**src/rtl/cx_job_sequencer.sv**
```systemverilog
// Job sequencer for the C_X calculator: buffers operands in a small FIFO,
// issues them one at a time and returns each result or a watchdog error.
module cx_job_sequencer #(
    parameter int W      = 16,
    parameter int DEPTH  = 4,
    parameter int TO_CYC = 255
) (
    input  logic         clk,
    input  logic         rst,
    input  logic         in_valid,
    output logic         in_ready,
    input  logic [W-1:0] in_data,
    output logic         out_valid,
    input  logic         out_ready,
    output logic [W-1:0] out_data,
    output logic         out_err,
    output logic         calc_start,
    output logic [W-1:0] calc_x,
    input  logic         calc_ready,
    input  logic [W-1:0] calc_result,
    output logic         busy,
    output logic [7:0]   jobs_done
);

    localparam int AW = $clog2(DEPTH);
    localparam logic [AW:0] FULL_CNT = DEPTH[AW:0];
    localparam logic [7:0] TO_LAST = 8'(TO_CYC - 1);

    typedef enum logic [2:0] {
        IDLE,
        ISSUE,
        WAIT_ACK,
        WAIT_DONE,
        OUTPUT
    } state_t;

    state_t        state;
    logic [W-1:0]  mem [DEPTH];
    logic [AW-1:0] wptr;
    logic [AW-1:0] rptr;
    logic [AW:0]   count;
    logic [7:0]    timer;
    logic          full;
    logic          empty;
    logic          push;
    logic          pop;

    assign full     = (count == FULL_CNT);
    assign empty    = (count == '0);
    assign in_ready = !full;
    assign push     = in_valid && !full;
    assign pop      = (state == ISSUE);

    always_ff @(posedge clk) begin
        if (push) begin
            mem[wptr] <= in_data;
        end
    end

    always_ff @(posedge clk or negedge rst) begin
        if (!rst) begin
            wptr  <= '0;
            rptr  <= '0;
            count <= '0;
        end else begin
            if (push) begin
                wptr <= wptr + 1'b1;
            end
            if (pop) begin
                rptr <= rptr + 1'b1;
            end
            if (push && !pop) begin
                count <= count + 1'b1;
            end else if (pop && !push) begin
                count <= count - 1'b1;
            end
        end
    end

    // Outputs are registered alongside the state so they change with it.
    always_ff @(posedge clk or negedge rst) begin
        if (!rst) begin
            state      <= IDLE;
            calc_start <= 1'b0;
            calc_x     <= '0;
            busy       <= 1'b0;
            out_valid  <= 1'b0;
            out_data   <= '0;
            out_err    <= 1'b0;
            timer      <= '0;
            jobs_done  <= '0;
        end else begin
            calc_start <= 1'b0;
            unique case (state)
                IDLE: begin
                    if (!empty && calc_ready) begin
                        state      <= ISSUE;
                        calc_start <= 1'b1;
                        busy       <= 1'b1;
                    end
                end
                ISSUE: begin
                    calc_x <= mem[rptr];
                    timer  <= '0;
                    state  <= WAIT_ACK;
                end
                WAIT_ACK, WAIT_DONE: begin
                    timer <= timer + 8'd1;
                    if (state == WAIT_ACK && !calc_ready) begin
                        state <= WAIT_DONE;
                    end else if (state == WAIT_DONE && calc_ready) begin
                        out_data  <= calc_result;
                        out_err   <= 1'b0;
                        out_valid <= 1'b1;
                        state     <= OUTPUT;
                    end else if (timer == TO_LAST) begin
                        out_data  <= '0;
                        out_err   <= 1'b1;
                        out_valid <= 1'b1;
                        state     <= OUTPUT;
                    end
                end
                OUTPUT: begin
                    if (out_ready) begin
                        out_valid <= 1'b0;
                        busy      <= 1'b0;
                        jobs_done <= jobs_done + 8'd1;
                        state     <= IDLE;
                    end
                end
                default: begin
                    state <= IDLE;
                end
            endcase
        end
    end

endmodule

```
**config.mk**
```make
export PLATFORM = sky130hd
export DESIGN_NAME = cx_job_sequencer
export DESIGN_NICKNAME = d
export VERILOG_FILES = /design/src/rtl/cx_job_sequencer.sv
export SDC_FILE = /design/constraint.sdc
export NUM_CORES = 1
export LEC_CHECK = 0
export ABC_AREA = 1
export CAP_MARGIN = 30
export CORE_UTILIZATION = 37
export CTS_CLUSTER_SIZE = 40
export DETAILED_ROUTE_END_ITERATION = 12
export PLACE_DENSITY_LB_ADDON = 0.2
export SLEW_MARGIN = 20
export SYNTH_ARGS = -nofsm -noshare
export SYNTH_HDL_FRONTEND = slang
export SYNTH_SLANG_ARGS = --single-unit
```
**constraint.sdc**
```tcl
create_clock -name clk -period 2.71 [get_ports clk]
set_clock_uncertainty 0.2 [all_clocks]
set_input_delay 0.542 -clock clk [delete_from_list [all_inputs] [get_ports clk]]
set_output_delay 0.542 -clock clk [all_outputs]
set_load 0.05 [all_outputs]
```
==> results.json <==
{
  "outcome": "finished clean",
  "htreeDepth": 4,
  "cts_repair_resize_count": 0,
  "cp_slowest_cell": "clkdlybuf4s50_1",
  "drv_slew": 0,
  "cts_sinks": 126,
  "die_x_um": 121,
  "tightest_slew_ns": 0.526,
  "worstSetupStartpoint": "count[0]$_DFFE_PN0P_",
  "coreArea_um2": 13800,
  "cts_buffer_depth": 2,
  "ioPinCount": 82,
  "place_hpwl_um": 7200,
  "drive_gt1_share_pct": 9.80,
  "gr-total-overflow": 0,
  "yosysSeqAreaShare_pct": 66.4,
  "clkSlewWorstSetupHoldPaths_ns": 0.06,
  "power_leakage_nw": 2.96,
  "final.setup.tns_ns": 0,
  "synth_nets": 546,
  "critPathBufInv": 1,
  "grt_pass1_wl_um": 17800,
  "slowest_delay_ns": 0.71,
  "grt_setup_unrepaired": "false",
  "worstSetupPathType": "register to output pin",
  "port-buffer-count": 81,
  "ir_worst_vdd_uv": 573,
  "final_core_util_pct": 50.5,
  "grt_max_degree": 35,
  "cp.arrival_ns": 1.81,
  "period_share_pct": 94.3,
  "cts_tree": "done",
  "end_kind": "output pin",
  "route.detailed.drc": 0,
  "final_nets": 645,
  "hold_viol_final": 0,
  "synthCells": 500,
  "dieArea_um2": 14600,
  "power_mw": 9.07,
  "r2r-start": "state[2]$_DFFE_PN0P_",
  "ant_nets": 0,
  "syn_avg_cell_area_um2": 10.5,
  "num_antenna_cells": 0,
  "timing.critical_path.max_delay_family": "buffers and inverters",
  "crit_chain": "nor2_1 > nand2_1 > clkdlybuf4s50_1",
  "vias": 3730,
  "wl_um": 10700,
  "grt_pass1_vias": 3624,
  "dpl_cell_area_um2": 6260,
  "gp_congestion": 0.778,
  "grt_use_total_pct": 16.3,
  "antenna_found_initial": 0,
  "insertion_delay_ns": 0.42,
  "max_freq_mhz": 391,
  "ys_warn_count": 0,
  "place_ws_ns": 0.214,
  "synth_area_um2": 5230,
  "setup_viol": 0,
  "setup_slack_ns": 0.155,
  "max_slew_margin_pct": 64.8,
  "die_h_um": 121,
  "start_util_pct": 37.8,
  "min_period_ns": 2.56,
  "routedWlPerCell_um": 13.5,
  "ys_ff_latch": 126,
  "pwr_density_cell_nw_per_um2": 1300,
  "hold_class": "input port to async pin",
  "drt_iter0_markers": 211,
  "fin_area_um2": 6980,
  "cts_buffers": 17,
  "crit_fanout": 3,
  "cp-start-kind": "register",
  "avgViaCountPerCell": 4.71,
  "maxCapViolations": 0,
  "cp.required_ns": 1.97,
  "cts-root-buf": "clkbuf_16",
  "dr.pass1.iters": 4,
  "row_count": 43,
  "ys_types": 31,
  "syn2layout_area_growth_pct": 33.4
}
-- cell families (layout without fill, tap and decap cells) --
| group | Yosys count | count (layout) | synth area share [%] |
|---|---|---|---|
| DFF | 126 | 126 | 66.4 |
| adders and majority gates | 9 | 9 | 2.30 |
| muxes | 1 | 1 | 0.215 |
| xor gates and xnor gates | 9 | 9 | 1.51 |
| buffers and inverters | 49 | 161 | 4.33 |
| AOI/OAI and AO/OA | 72 | 72 | 7.20 |
| and+or+nand+nor | 234 | 234 | 18.1 |
-- cells in the final DEF, fill, tap and decap left out, types with 4 or more instances in the layout --
| cell | netlist | routed |
|---|---|---|
| nand2_1 | 147 | 147 |
| clkdlybuf4s50_1 | 0 | 80 |
| nor2_1 | 65 | 65 |
| o21ai_0 | 64 | 64 |
| edfxtp_1 | 64 | 64 |
| dfrtp_1 | 62 | 62 |
| inv_1 | 29 | 29 |
| clkbuf_16 | 0 | 17 |
| buf_4 | 1 | 13 |
| nand3_1 | 12 | 12 |
| ha_1 | 8 | 8 |
| bufinv_16 | 0 | 7 |
| xor2_1 | 6 | 6 |
| inv_2 | 4 | 4 |
| a21oi_1 | 4 | 4 |
| inv_6 | 0 | 4 |
-- state kept, by name (all words and copies together), names as in the netlist, 2 cells and up --
signal     flops
out_data      16
count          3
timer          8
calc_x        16
rptr           2
wptr           2
jobs_done      8
mem           64
state          3
-- synth_stat cells (all sizes together) --
master / n / area [um2]
nand4: 1 / 6.26
xnor2: 3 / 26.3
ha: 8 / 100
a21oi: 6 / 45.1
o22ai: 1 / 6.26
nor2: 66 / 255
edfxtp: 64 / 1920
dfrtp: 62 / 1550
buf: 10 / 77.6
fa: 1 / 20.0
o21ai: 65 / 325
inv: 34 / 130
mux2: 1 / 11.3
xor2: 6 / 52.6
nand3: 14 / 80.1
nor3: 3 / 26.3
nand3b: 1 / 7.51
clkbuf: 5 / 18.8
nand2: 149 / 569
-- through the flow --
| step | cells | hold WS (ns) |
|---|---|---|
| 2_1_floorplan | 500 | 0.0464 |
| 3_3_place_gp | 759 | 0.153 |
| 3_5_place_dp | 759 | 0.154 |
| 4_1_cts | 792 | 0.250 |
| 5_1_grt | 792 | 0.254 |
| 6_report | 792 | 0.258 |
-- path summary, 6_finish.rpt --
check                      cells past startpoint  slack, ns                  endpoint
max                                            3       0.15                  in_ready
min                                            2       0.26  jobs_done[3]$_DFFE_PN0P_
max reg2reg                                    6       0.53      count[1]$_DFFE_PN0P_
min reg2reg                                    2       0.27  out_data[14]$_DFFE_PN0P_
max in group asynchronous                      3       1.43     calc_x[1]$_DFFE_PN0N_
min in group clk                               2       0.27  out_data[14]$_DFFE_PN0P_
-- area by class of cell --
class                      instances  area [um2]
timing repair buffer              95         913
clock buffer                      17         425
sequential                       126        3470
inverter                          34         130
fill                            1170        6850
tap                              180         225
multi-input combinational        325        1530
clock inverter                    15         280
-- metal layers --
layer  global-route usage, %  vias to the layer above  share of wire (%)
met4                    7.72                        0                2.1
met3                    4.56                       21                4.1
li1                        -                     1841                  -
met2                    26.7                       74                 50
met5                       0                        -                  0
met1                    19.9                     1794                 44
-- report_power, final --
| group | internal [mW] | switching, mW |
|---|---|---|
| clock network | 1.83 | 0.856 |
| logic | 1.12 | 2.32 |
| registers | 2.62 | 0.328 |
| total | 5.57 | 3.50 |
-- what timing repair did --
action	in CTS	in global routing
endpoints found under the hold margin	9	0
hold buffers	1	0
setup buffers	0	0
Power figures use the tool's default switching activity.
